<file path="src/rtl/pipe_hazard_ctrl_pkg.sv">
// Shared definitions for the pipeline hazard controller: FSM state
// encoding and operand-forwarding select codes.
package pipe_hazard_ctrl_pkg;

   typedef enum logic [1:0] {
      RUN      = 2'd0,
      LU_STALL = 2'd1,
      SQUASH   = 2'd2
   } hz_state_t;

   localparam logic [1:0] FWD_REG = 2'd0;  // register file read
   localparam logic [1:0] FWD_EXE = 2'd1;  // EXE-stage ALU result
   localparam logic [1:0] FWD_MEM = 2'd2;  // MEM-stage ALU result
   localparam logic [1:0] FWD_LD  = 2'd3;  // MEM-stage load data

endpackage

</file>
<file path="src/rtl/pipe_hazard_ctrl_fwd_select.sv">
// Operand-source select for one ID-stage source register. The nearest
// producer wins; an EXE load cannot be forwarded yet, so it falls through
// to MEM (the load-use stall covers that case). Register 0 never forwards.
module fwd_select
   import pipe_hazard_ctrl_pkg::*;
(
   input  logic [4:0] i_src,
   input  logic [4:0] i_exe_rn,
   input  logic       i_exe_wreg,
   input  logic       i_exe_m2reg,
   input  logic [4:0] i_mem_rn,
   input  logic       i_mem_wreg,
   input  logic       i_mem_m2reg,
   output logic [1:0] o_sel
);

   // priority select: r0, EXE ALU, MEM load, MEM ALU, regfile
   always_comb begin
      o_sel = FWD_REG;
      if (i_src == 5'd0)
         o_sel = FWD_REG;
      else if (i_exe_wreg && (i_exe_rn == i_src) && !i_exe_m2reg)
         o_sel = FWD_EXE;
      else if (i_mem_wreg && i_mem_m2reg && (i_mem_rn == i_src))
         o_sel = FWD_LD;
      else if (i_mem_wreg && (i_mem_rn == i_src))
         o_sel = FWD_MEM;
   end

endmodule

</file>
<file path="src/rtl/pipe_hazard_ctrl.sv">
// Pipeline hazard controller: load-use stall, branch wrong-path squash,
// memory-busy freeze and operand forwarding selects.
// Optional feature: define HAZ_PERF_CNT_EN to add saturating stall/flush
// cycle counters (stall_cnt, flush_cnt).
// Note: Resetn is active-high and synchronous despite its name.
module pipe_hazard_ctrl
   import pipe_hazard_ctrl_pkg::*;
#(
   parameter int BRANCH_SLOTS = 1,
   parameter int PERF_W       = 16
) (
   input  logic              Clock,
   input  logic              Resetn,
   input  logic [4:0]        id_rs,
   input  logic [4:0]        id_rt,
   input  logic              id_use_rs,
   input  logic              id_use_rt,
   input  logic              id_redirect,
   input  logic [4:0]        exe_rn,
   input  logic [4:0]        mem_rn,
   input  logic              exe_wreg,
   input  logic              exe_m2reg,
   input  logic              mem_wreg,
   input  logic              mem_m2reg,
   input  logic              mem_busy,
   output logic              pc_wen,
   output logic              ifid_wen,
   output logic              exemem_wen,
   output logic              memwb_wen,
   output logic              ifid_flush,
   output logic              idexe_bubble,
   output logic [1:0]        fwd_a,
   output logic [1:0]        fwd_b
`ifdef HAZ_PERF_CNT_EN
   ,
   output logic [PERF_W-1:0] stall_cnt,
   output logic [PERF_W-1:0] flush_cnt
`endif
);

   if (PERF_W < 1 || (BRANCH_SLOTS != 1 && BRANCH_SLOTS != 2)) begin : g_bad_param
      $error("pipe_hazard_ctrl: BRANCH_SLOTS must be 1 or 2, PERF_W >= 1");
   end

   hz_state_t  r_state;
   hz_state_t  w_state_nxt;
   logic [1:0] r_slot_cnt;
   logic [1:0] w_slot_cnt_nxt;
   logic       w_lu;
   logic       w_pc_wen, w_ifid_wen, w_exemem_wen, w_memwb_wen;
   logic       w_flush, w_bubble;

   assign w_lu = exe_m2reg && exe_wreg && (exe_rn != 5'd0) &&
                 ((id_use_rs && (exe_rn == id_rs)) ||
                  (id_use_rt && (exe_rn == id_rt)));

   // control decode: reset forces idle outputs, mem_busy freezes everything,
   // otherwise stall/flush per state; the load-use stall outranks a redirect
   // because the branch operands are not ready yet
   always_comb begin
      w_pc_wen       = 1'b1;
      w_ifid_wen     = 1'b1;
      w_exemem_wen   = 1'b1;
      w_memwb_wen    = 1'b1;
      w_flush        = 1'b0;
      w_bubble       = 1'b0;
      w_state_nxt    = r_state;
      w_slot_cnt_nxt = r_slot_cnt;
      if (Resetn) begin
         w_state_nxt    = RUN;
         w_slot_cnt_nxt = 2'd0;
      end else if (mem_busy) begin
         w_pc_wen     = 1'b0;
         w_ifid_wen   = 1'b0;
         w_exemem_wen = 1'b0;
         w_memwb_wen  = 1'b0;
      end else begin
         case (r_state)
            RUN, LU_STALL: begin
               if ((r_state == RUN) && w_lu) begin
                  w_pc_wen    = 1'b0;
                  w_ifid_wen  = 1'b0;
                  w_bubble    = 1'b1;
                  w_state_nxt = LU_STALL;
               end else if (id_redirect) begin
                  w_flush = 1'b1;
                  if (BRANCH_SLOTS > 1) begin
                     w_state_nxt    = SQUASH;
                     w_slot_cnt_nxt = 2'(BRANCH_SLOTS - 1);
                  end else begin
                     w_state_nxt = RUN;
                  end
               end else begin
                  w_state_nxt = RUN;
               end
            end
            SQUASH: begin
               w_flush        = 1'b1;
               w_slot_cnt_nxt = r_slot_cnt - 2'd1;
               if (r_slot_cnt <= 2'd1)
                  w_state_nxt = RUN;
            end
            default: begin
               w_state_nxt    = RUN;
               w_slot_cnt_nxt = 2'd0;
            end
         endcase
      end
   end

   // state and squash slot counter
   always_ff @(posedge Clock) begin
      if (Resetn) begin
         r_state    <= RUN;
         r_slot_cnt <= 2'd0;
      end else begin
         r_state    <= w_state_nxt;
         r_slot_cnt <= w_slot_cnt_nxt;
      end
   end

   assign pc_wen       = w_pc_wen;
   assign ifid_wen     = w_ifid_wen;
   assign exemem_wen   = w_exemem_wen;
   assign memwb_wen    = w_memwb_wen;
   assign ifid_flush   = w_flush;
   assign idexe_bubble = w_bubble;

`ifdef HAZ_PERF_CNT_EN
   logic [PERF_W-1:0] r_stall_cnt;
   logic [PERF_W-1:0] r_flush_cnt;

   // saturating counts of bubble and flush cycles
   always_ff @(posedge Clock) begin
      if (Resetn) begin
         r_stall_cnt <= '0;
         r_flush_cnt <= '0;
      end else begin
         if (w_bubble && (r_stall_cnt != '1))
            r_stall_cnt <= r_stall_cnt + 1'b1;
         if (w_flush && (r_flush_cnt != '1))
            r_flush_cnt <= r_flush_cnt + 1'b1;
      end
   end

   assign stall_cnt = r_stall_cnt;
   assign flush_cnt = r_flush_cnt;
`endif

   fwd_select u_fwd_rs (
      .i_src       (id_rs),
      .i_exe_rn    (exe_rn),
      .i_exe_wreg  (exe_wreg),
      .i_exe_m2reg (exe_m2reg),
      .i_mem_rn    (mem_rn),
      .i_mem_wreg  (mem_wreg),
      .i_mem_m2reg (mem_m2reg),
      .o_sel       (fwd_a)
   );

   fwd_select u_fwd_rt (
      .i_src       (id_rt),
      .i_exe_rn    (exe_rn),
      .i_exe_wreg  (exe_wreg),
      .i_exe_m2reg (exe_m2reg),
      .i_mem_rn    (mem_rn),
      .i_mem_wreg  (mem_wreg),
      .i_mem_m2reg (mem_m2reg),
      .o_sel       (fwd_b)
   );

endmodule
</file>
<file path="config.mk">
export PLATFORM = sky130hd
export DESIGN_NAME = pipe_hazard_ctrl
export DESIGN_NICKNAME = d
export VERILOG_FILES = /design/src/rtl/pipe_hazard_ctrl_pkg.sv /design/src/rtl/pipe_hazard_ctrl_fwd_select.sv /design/src/rtl/pipe_hazard_ctrl.sv
export SDC_FILE = /design/constraint.sdc
export NUM_CORES = 1
export LEC_CHECK = 0
export BUFFER_PORTS_ARGS = -buffer_cell sky130_fd_sc_hd__buf_2
export CAP_MARGIN = 20
export CELL_PAD_IN_SITES_DETAIL_PLACEMENT = 1
export CELL_PAD_IN_SITES_GLOBAL_PLACEMENT = 1
export CORE_MARGIN = 3
export CORE_UTILIZATION = 24
export CTS_CLUSTER_DIAMETER = 150
export CTS_CLUSTER_SIZE = 14
export DETAILED_ROUTE_END_ITERATION = 16
export PLACE_DENSITY = 0.86
export SKIP_LAST_GASP = 1
export SYNTH_ARGS = -nofsm -noshare
export SYNTH_HDL_FRONTEND = slang
export SYNTH_SLANG_ARGS = --single-unit
</file>
<file path="constraint.sdc">
create_clock -name Clock -period 3.5 [get_ports Clock]
set_clock_uncertainty 0.05 [all_clocks]
set_input_delay 0.875 -clock Clock [delete_from_list [all_inputs] [get_ports Clock]]
set_output_delay 0.875 -clock Clock [all_outputs]
set_load 0.01 [all_outputs]
</file>
==> impl_metrics.toml <==
[worst_setup_path]
cp_max_fo = 4
critical_path_arrival_ns = 2.20
rr_worst_depth = 3
cpMostUsedCell = "buf_2"
path_delay_family = "compound AO/OA/AOI/OAI gates"
slowest_delay_ns = 0.40
reg2reg_slack_ns = 2.38
crit_required_ns = 2.57
worstPathCellList = "buf_2 > xor2_1 > nor4_1 > a32oi_1 > o31a_1 > buf_2"
start_kind = "input pin"
cpMaxStageDelayCell = "nor4_1"
worst-path-buf-inv = 2
critPathKind = "in -> out"
end_kind = "output port"
timing.rr.start = "r_state[0]"
reg2reg_to = "r_state[0]"

[synth]
synth_top_area_share_pct = 37.3
synth_edf_count = 0
synth_top_family_by_area = "XOR/XNOR gates"
ys_ff_latch = 1
syn_area_per_cell_um2 = 7.29
synth_area_leader_cell = "xor2_1"
synth-xor-area-share_pct = 41.4
synth_ff_type = "dfxtp_1"
synth-seq-area-share_pct = 4.73
synth_mux_area_share_pct = 0
synth-simple-area-share_pct = 37.9
yosys_warnings = 0
ys_types = 23
synth_cells = 58
synth.top_cells.by_area = "xor2_1 (37%), nor2_1 (5.3%), dfxtp_1 (4.7%)"
postSynth.asyncResetShare_pct = 0
synth_compound_area_share_pct = 12.4
syn-cell-area_um2 = 423
synth_fa_ha_area_share_pct = 0
synth_fp_nets = 88

[sta]
rsz0062_at_grt = "false"
hold_violations = 0
tightest_slew_ns = 0.392
setup_viol = 0
fin_crit_sh_pct = 89.4
max-slew-margin-rel_pct = 73.6
period_minus_slack_ns = 3.13
fmax_mhz = 320
setup_tns_ns = 0
finalMaxSlewViolations = 0
fin_hold_ws_ns = 0.414

[drt]
drt-total-wl_mm = 1.42
drc = 0
routedWlPerCell_um = 12.8
ant_nets = 0
first_pass_iters = 1
viasPerCell = 5.18
dr_total_vias = 575
initialDrtViolationCount = 0

[layout]
top_register = "r_state"
final_cells = 111
drive_gt1_share_pct = 42.1
top_regs = "r_state: 1 flops"
nets = 127
largest_reg_flops = 1
final_core_utilization_pct = 39.5
area_growth_syn_to_layout_pct = 47.3
diodes = 0

[worst_hold_path]
min_to = "r_state[0]"
whs_path_depth = 2
min_from = "r_state[0]"
hold_path_class = "reg -> reg"

[global_routing]
gr-total-overflow = 0
grt_pass1_vias = 549
grt_pass1_wl_mm = 2.15
grt.total_usage_pct = 12.3
antenna_found_initial = 0
grt_start_max_net_pins = 7

[placement]
dp_cells = 111
io_buffers = 39
post-dp-hpwl_mm = 1.33
place.gp.congestion = 0.768

[run_status]
outcome = "finished, final reports clean"

[die]
dieArea_um2 = 2300
start_util_pct = 26.8
num_rows = 14
io-pin-count = 40
die_x_um = 48.0
core_area_um2 = 1580
die-height_um = 48.0

[clock_network]
post_cts_resized = 0
cts_hold_buf = 0
clk_pin_slew_ns = 0
postCtsSetupBuffers = 0
clock_latency_ns = 0

[pwr]
power_density_nw_per_um2 = 123
ir_worst_vdd_mv = 0.0828
p_leak_nw = 0.309

[flow_run]
max_cap_violations = 0
-- metal layers --
metal | track usage, % | vias up | wire length [um]
li1 | - | 284 | -
met1 | 15.5 | 266 | 563
met2 | 23.5 | 23 | 729
met3 | 0.376 | 2 | 111
met4 | 1.61 | 0 | 19
met5 | 0 | - | 0
-- worst register-to-register path, stage by stage, from the launching register on --
cell	delay, ns
dfxtp_1	0.29
a211o_1	0.27
or3_1	0.31
o22ai_1	0.13
-- cells in the mapped netlist (2+ instances only) --
| library cell | n |
|---|---|
| nor4bb_1 | 2 |
| or4_1 | 2 |
| nor3_1 | 3 |
| xnor2_1 | 2 |
| nand2_1 | 4 |
| buf_4 | 2 |
| xor2_1 | 18 |
| a21oi_1 | 2 |
| nand4_1 | 2 |
| nor2_1 | 6 |
| nand3_1 | 2 |
| nor4_1 | 2 |
-- cell type report --
cell class | count | area (um2)
Sequential cell | 1 | 20.0
Multi-Input combinational cell | 55 | 388
Fill cell | 223 | 953
Tap cell | 16 | 20.0
Timing Repair Buffer | 39 | 195
-- how the worst max path moves through the flow --
stage / startpoint / to / slack [ns] / depth (start not counted)
after floorplan: exe_rn[2] / pc_wen / 0.58 / 5
after detailed placement: exe_rn[2] / pc_wen / 0.39 / 6
after CTS: id_rt[3] / pc_wen / 0.39 / 6
after global routing: exe_rn[2] / pc_wen / 0.30 / 6
after global placement: id_rt[3] / ifid_wen / 0.40 / 6
final: id_rt[3] / pc_wen / 0.37 / 6
-- layout by cell type (no fill, tap or decap), types with 3 or more instances in the layout --
| cell | instances |
|---|---|
| buf_2 | 39 |
| nand2_1 | 4 |
| xor2_1 | 18 |
| nor2_1 | 6 |
| nor3_1 | 3 |
-- report_power, final --
part           internal, mW  total, mW  switching [mW]
logic                0.0304     0.0647          0.0343
clock network             0          0               0
registers            0.0117     0.0117       0.0000213
total                0.0421     0.0764          0.0343
-- cell families (layout without fill, tap and decap cells) --
kind of cell	count (synthesis)	in the layout
xor+xnor	20	20
simple gates	28	28
compound gates	7	7
flops	1	1
buf+inv	2	39
-- stage by stage --
stage                     power, mW  instance area, um2  setup WS [ns]
after floorplan              0.0434                 423          0.578
after global placement       0.0751                 623          0.395
after detailed placement     0.0768                 623          0.390
after CTS                    0.0771                 623          0.387
after global routing         0.0837                 623          0.298
final                        0.0764                 623          0.371
(Power assumes the default switching activity.)
